**src/rtl/discrete_math_pkg.sv**
```systemverilog
// Shared discrete-math helpers: residual FSM state type and width-generic
// saturation functions (also used by the jacobi solver).
package discrete_math_pkg;

  // Working width of the saturation helpers; callers sign-extend into it.
  localparam int SAT_MAXW = 128;
  localparam logic signed [SAT_MAXW-1:0] SAT_ONE = {{(SAT_MAXW-1){1'b0}}, 1'b1};

  typedef enum logic [1:0] {
    ST_IDLE    = 2'd0,
    ST_MAC     = 2'd1,
    ST_ROW_END = 2'd2,
    ST_DONE    = 2'd3
  } mvr_state_e;

  // Clamp v into the signed range of a w-bit word.
  function automatic logic signed [SAT_MAXW-1:0] sat_w(
    input logic signed [SAT_MAXW-1:0] v,
    input int                         w
  );
    logic signed [SAT_MAXW-1:0] hi;
    logic signed [SAT_MAXW-1:0] lo;
    logic signed [SAT_MAXW-1:0] res;
    hi = (SAT_ONE <<< (w - 1)) - SAT_ONE;
    lo = ~hi;
    if (v > hi) begin
      res = hi;
    end else if (v < lo) begin
      res = lo;
    end else begin
      res = v;
    end
    return res;
  endfunction

  // Magnitude of v, saturated to the positive range of a w-bit word
  // (so the most negative word maps to the largest positive one).
  function automatic logic signed [SAT_MAXW-1:0] abs_sat_w(
    input logic signed [SAT_MAXW-1:0] v,
    input int                         w
  );
    logic signed [SAT_MAXW-1:0] mag;
    if (v[SAT_MAXW-1]) begin
      mag = ~v + SAT_ONE;
    end else begin
      mag = v;
    end
    return sat_w(mag, w);
  endfunction

endpackage

```
**src/rtl/fxp_mac.sv**
```systemverilog
// Fixed-point multiply-accumulate: acc += (a*b) >>> POINT, full 2W-bit
// product and accumulator, with synchronous clear.
module fxp_mac #(
  parameter int W     = 24,
  parameter int POINT = 8
) (
  input  logic           clk,
  input  logic           I_RSTn,
  input  logic           clr,
  input  logic           en,
  input  logic [W-1:0]   a,
  input  logic [W-1:0]   b,
  output logic [2*W-1:0] acc
);

  logic signed [2*W-1:0] a_ext_s;
  logic signed [2*W-1:0] b_ext_s;
  logic signed [2*W-1:0] prod_s;
  logic signed [2*W-1:0] term_s;
  logic signed [2*W-1:0] acc_r;

  // Sign-extend operands so the product is the exact signed 2W-bit value.
  always_comb begin
    a_ext_s = {{W{a[W-1]}}, a};
    b_ext_s = {{W{b[W-1]}}, b};
    prod_s  = a_ext_s * b_ext_s;
    term_s  = prod_s >>> POINT;
  end

  // Accumulator register: clear has priority over accumulate.
  always_ff @(posedge clk) begin
    if (!I_RSTn) begin
      acc_r <= '0;
    end else if (clr) begin
      acc_r <= '0;
    end else if (en) begin
      acc_r <= acc_r + term_s;
    end else begin
      acc_r <= acc_r;
    end
  end

  assign acc = acc_r;

endmodule

```
**src/rtl/mat_vec_residual.sv**
```systemverilog
// Residual r = b - A*x over a latched snapshot of the inputs, one MAC per
// cycle, plus the largest saturated |r[i]| of the run.
module mat_vec_residual
  import discrete_math_pkg::*;
#(
  parameter  int SIZE      = 3,
  parameter  int PRECISION = 16,
  parameter  int POINT     = 8,
  localparam int W         = PRECISION + POINT
) (
  input  logic                             clk,
  input  logic                             I_RSTn,
  input  logic                             start,
  input  logic [SIZE-1:0][SIZE-1:0][W-1:0] A,
  input  logic [SIZE-1:0][W-1:0]           x,
  input  logic [SIZE-1:0][W-1:0]           b,
  output logic [SIZE-1:0][W-1:0]           r,
  output logic [W-1:0]                     max_abs,
  output logic                             busy,
  output logic                             done
);

  localparam int            CW       = (SIZE > 1) ? $clog2(SIZE) : 1;
  localparam logic [CW-1:0] LAST_IDX = CW'(SIZE - 1);
  localparam logic [CW-1:0] IDX_ONE  = CW'(1);

  mvr_state_e                       state_r, next_state_s;
  logic [CW-1:0]                    row_r, col_r;
  logic [SIZE-1:0][SIZE-1:0][W-1:0] a_q_r;
  logic [SIZE-1:0][W-1:0]           x_q_r, b_q_r;
  logic [SIZE-1:0][W-1:0]           rbuf_r, rbuf_next_s, r_r;
  logic [W-1:0]                     mbuf_r, mbuf_next_s, max_abs_r;
  logic                             busy_r, done_r;

  logic                             mac_clr_s, mac_en_s;
  logic [W-1:0]                     mac_a_s, mac_b_s, b_row_s, row_res_s;
  logic [2*W-1:0]                   acc_s;
  logic signed [SAT_MAXW-1:0]       diff_s, sat_full_s, abs_full_s, mbuf_ext_s;

  fxp_mac #(.W(W), .POINT(POINT)) u_mac (
    .clk    (clk),
    .I_RSTn (I_RSTn),
    .clr    (mac_clr_s),
    .en     (mac_en_s),
    .a      (mac_a_s),
    .b      (mac_b_s),
    .acc    (acc_s)
  );

  // Next-state logic and MAC control.
  always_comb begin
    next_state_s = state_r;
    mac_en_s     = 1'b0;
    mac_clr_s    = 1'b0;
    case (state_r)
      ST_IDLE: begin
        if (start) begin
          next_state_s = ST_MAC;
          mac_clr_s    = 1'b1;
        end else begin
          next_state_s = ST_IDLE;
        end
      end
      ST_MAC: begin
        mac_en_s = 1'b1;
        if (col_r == LAST_IDX) begin
          next_state_s = ST_ROW_END;
        end else begin
          next_state_s = ST_MAC;
        end
      end
      ST_ROW_END: begin
        mac_clr_s = 1'b1;
        if (row_r == LAST_IDX) begin
          next_state_s = ST_DONE;
        end else begin
          next_state_s = ST_MAC;
        end
      end
      ST_DONE: next_state_s = ST_IDLE;
      default: next_state_s = ST_IDLE;
    endcase
  end

  // Row residual, its saturated magnitude and the updated buffers.
  always_comb begin
    mac_a_s     = a_q_r[row_r][col_r];
    mac_b_s     = x_q_r[col_r];
    b_row_s     = b_q_r[row_r];
    diff_s      = {{(SAT_MAXW-W){b_row_s[W-1]}}, b_row_s}
                - {{(SAT_MAXW-2*W){acc_s[2*W-1]}}, acc_s};
    sat_full_s  = sat_w(diff_s, W);
    row_res_s   = sat_full_s[W-1:0];
    abs_full_s  = abs_sat_w(sat_full_s, W);
    mbuf_ext_s  = {{(SAT_MAXW-W){1'b0}}, mbuf_r};
    if (abs_full_s > mbuf_ext_s) begin
      mbuf_next_s = abs_full_s[W-1:0];
    end else begin
      mbuf_next_s = mbuf_r;
    end
    rbuf_next_s        = rbuf_r;
    rbuf_next_s[row_r] = row_res_s;
  end

  // State, counters, input snapshot and registered results.
  always_ff @(posedge clk) begin
    if (!I_RSTn) begin
      state_r   <= ST_IDLE;
      row_r     <= '0;
      col_r     <= '0;
      a_q_r     <= '0;
      x_q_r     <= '0;
      b_q_r     <= '0;
      rbuf_r    <= '0;
      mbuf_r    <= '0;
      r_r       <= '0;
      max_abs_r <= '0;
      busy_r    <= 1'b0;
      done_r    <= 1'b0;
    end else begin
      state_r <= next_state_s;
      busy_r  <= (state_r == ST_MAC) || (state_r == ST_ROW_END);
      done_r  <= (next_state_s == ST_DONE);
      case (state_r)
        ST_IDLE: begin
          if (start) begin
            a_q_r  <= A;
            x_q_r  <= x;
            b_q_r  <= b;
            row_r  <= '0;
            col_r  <= '0;
            mbuf_r <= '0;
          end
        end
        ST_MAC: begin
          if (col_r != LAST_IDX) begin
            col_r <= col_r + IDX_ONE;
          end
        end
        ST_ROW_END: begin
          rbuf_r <= rbuf_next_s;
          mbuf_r <= mbuf_next_s;
          col_r  <= '0;
          if (row_r != LAST_IDX) begin
            row_r <= row_r + IDX_ONE;
          end else begin
            // Last row: publish the whole result on the DONE entry edge.
            r_r       <= rbuf_next_s;
            max_abs_r <= mbuf_next_s;
          end
        end
        default: ;
      endcase
    end
  end

  assign r       = r_r;
  assign max_abs = max_abs_r;
  assign busy    = busy_r;
  assign done    = done_r;

endmodule

```
**config.mk**
```make
export PLATFORM = sky130hd
export DESIGN_NAME = mat_vec_residual
export DESIGN_NICKNAME = d
export VERILOG_FILES = /design/src/rtl/discrete_math_pkg.sv /design/src/rtl/fxp_mac.sv /design/src/rtl/mat_vec_residual.sv
export SDC_FILE = /design/constraint.sdc
export NUM_CORES = 2
export LEC_CHECK = 0
export BUFFER_PORTS_ARGS = -buffer_cell sky130_fd_sc_hd__buf_2
export CAP_MARGIN = 10
export CORE_MARGIN = 4
export CORE_UTILIZATION = 40
export CTS_CLUSTER_SIZE = 14
export DETAILED_ROUTE_END_ITERATION = 6
export GPL_TIMING_DRIVEN = 0
export SETUP_SLACK_MARGIN = 0.1
export SKIP_LAST_GASP = 1
export SLEW_MARGIN = 20
export SYNTH_ARGS = -nofsm -noshare
export SYNTH_HDL_FRONTEND = slang
export SYNTH_SLANG_ARGS = --single-unit
export TNS_END_PERCENT = 1
```
**constraint.sdc**
```tcl
create_clock -name clk -period 34.8 [get_ports clk]
set_input_delay 10.44 -clock clk [delete_from_list [all_inputs] [get_ports clk]]
set_output_delay 10.44 -clock clk [all_outputs]
set_load 0.01 [all_outputs]
```
==> flow_metrics.tcl <==
set metrics [dict create \
    outcome "complete, no violations" \
    path_clk_slew_ns 0.06 \
    finalHoldViolCount 0 \
    finalCritPeriodShare 0.576 \
    start_util 0.404 \
    netlist_area_mm2 0.0540 \
    drt-initial-drc-count 4708 \
    cp_common_cell "clkbuf_1" \
    drive_gt1_frac 0.0992 \
    routed_wl_mm 211 \
    final_cell_mix "nand2_1, inv_1, fa_1" \
    cap_viol_max_count 0 \
    die_w_um 376 \
    grt_pass1_vias 49900 \
    seq_area_frac_synth 0.216 \
    postCtsSetupRepairBufs 0 \
    drt_pre_antenna_iters 5 \
    hold_path_class "reg -> reg" \
    slew_headroom 0.119 \
    grt.overflow.total 0 \
    path_class "reg -> reg" \
    synth_ff_type "dfxtp_1" \
    die_h_um 376 \
    cp-end-kind "flip-flop" \
    layout_commonest_cell "nand2_1" \
    slew_violations 0 \
    met3_length_mm 20.6 \
    io-pin-count 461 \
    worstPathRequired_ns 35.36 \
    std_cell_rows 134 \
    critPathLaunchType "flip-flop" \
    coreArea_mm2 0.134 \
    synth_cell_types 91 \
    drc 0 \
    cts_root_buffer "clkbuf_16" \
    nNetsFinal 8372 \
    worstSkewPairLatency_ns 0.67 \
    clock-sinks 584 \
    leakagePower_uw 0.0276 \
    antenna_found_initial 12 \
    timing.setup.tns_ns 0 \
    tightest_slew_ns 1.32 \
    wl_per_cell_um 23.5 \
    whs_ns 0.460 \
    ys_ff_latch 584 \
    rsz0062_at_grt "no" \
    synth_edf_count 0 \
    hpwl_mm 173 \
    setup_viol 0 \
    path_max_fanout 10 \
    grt_usage 0.293 \
    skew_ns 0.0674 \
    viasPerCell 5.60 \
    yosys_warnings 0 \
    finalWeightedCongestion 1.04 \
    cp.arrival_ns 20.60 \
    synth.avg_cell_area_um2 8.18 \
    pre_cts_slack_ns 15.32 \
    cts_tree "done" \
    grt_max_degree 26 \
    wl_met1_mm 87.4 \
    powerDensity_mw_per_mm2 49.4 \
    wl_met2_mm 92.6 \
    max_freq_ghz 0.0499 \
    ant_nets 0 \
    critPathSlowestCell "buf_1" \
    max-vdd-ir-drop_uv 37.2 \
    htree_levels 3 \
    dp.cells 8839 \
    ctsHoldBuffers 0 \
    final_cells 8968 \
    max_stage_delay_ns 0.82 \
    die_area_mm2 0.141 \
    clock_path_buffers 3 \
    cts_inserted_buffers 67 \
    port_buffers 459 \
    syn2layout_area_growth_pct 13.1 \
    async_flop_share 0 \
    post_cts_resized 0 \
    vias 50200 \
    grt_pass1_wl_mm 313 \
    syn_inst 6603 \
    layout_setup_ws_ns 14.77 \
    fin_crit_ns 20.03 \
    top_layer "met5" \
]
[cell usage after synthesis, drive strengths merged, types with 89 or more instances]
| library cell | number | share of area |
|---|---|---|
| o21ai | 113 | 0.010 |
| a21boi | 369 | 0.051 |
| inv | 679 | 0.047 |
| ha | 260 | 0.060 |
| nand3 | 97 | 0.0090 |
| nand2 | 1385 | 0.096 |
| clkbuf | 352 | 0.024 |
| nor2b | 89 | 0.010 |
| fa | 608 | 0.23 |
| nor2 | 566 | 0.039 |
| a21oi | 242 | 0.022 |
| xnor2 | 95 | 0.015 |
| mux2i | 125 | 0.023 |
| dfxtp | 584 | 0.22 |
[per-layer routing]
metal  track usage  vias up
li1              -    22700
met1         0.392    24800
met4         0.122        4
met2         0.453     2232
met3        0.0726      422
met5       0.00858        -
[per-stage QoR]
stage | util | total power, µW | instance area, µm²
after global placement | 0.438 | 2210 | 58500
after global routing | 0.457 | 3190 | 61100
after CTS | 0.456 | 2990 | 61100
after detailed placement | 0.439 | 2230 | 58700
final | 0.457 | 3020 | 61100
after floorplan | - | 1730 | 54000
[final cells by class]
| class | instances | area [µm²] |
|---|---|---|
| Tap cell | 1768 | 2210 |
| Clock inverter | 39 | 527 |
| Timing Repair Buffer | 468 | 2390 |
| Buffer | 408 | 1610 |
| Sequential cell | 584 | 11700 |
| Fill cell | 13500 | 72700 |
| Clock buffer | 83 | 1820 |
| Antenna cell | 6 | 15.0 |
| Multi-Input combinational cell | 4931 | 38300 |
| Inverter | 681 | 2560 |
[worst paths after layout]
kind	end	slack [ns]	from	cells after the start
setup / recovery	max_abs[9]	14.77	row_r[0]	60
hold / removal	x_q_r[9]	0.46	x_q_r[9]	2
setup reg to reg	max_abs[9]	14.77	row_r[0]	60
hold reg to reg	x_q_r[9]	0.46	x_q_r[9]	2
[registers in the layout, indices dropped and copies added, names as in the netlist]
name       count
x_q_r         72
done           1
u_mac.acc     48
a_q_r        216
col_r          2
mbuf_r        24
r             72
row_r          2
busy           1
rbuf_r        48
max_abs       24
b_q_r         72
state_r        2
[worst max-delay path, delay by kind of cell, from the launching register on]
kind	cells	cell delay, ns
buffers and inverters	15	7.32
adder cells (fa/ha/maj)	4	1.43
flip-flops	1	0.61
AO/OA/AOI/OAI	24	6.35
XOR/XNOR	1	0.42
AND/OR/NAND/NOR	16	3.78
[power breakdown]
part | switching (µW) | internal, µW | leakage, µW
Sequential | 21.3 | 702 | 0.00476
Combinational | 1020 | 515 | 0.0217
Clock | 326 | 432 | 0.00115
Total | 1370 | 1650 | 0.0276
[cell families after synthesis]
family | synth area share
simple gates | 0.194
compound gates | 0.166
buf+inv | 0.0771
fa+ha+maj | 0.286
flops | 0.216
mux | 0.0396
xor+xnor | 0.0214
other cells | 0.0000694
Power figures use the tool's default switching activity.
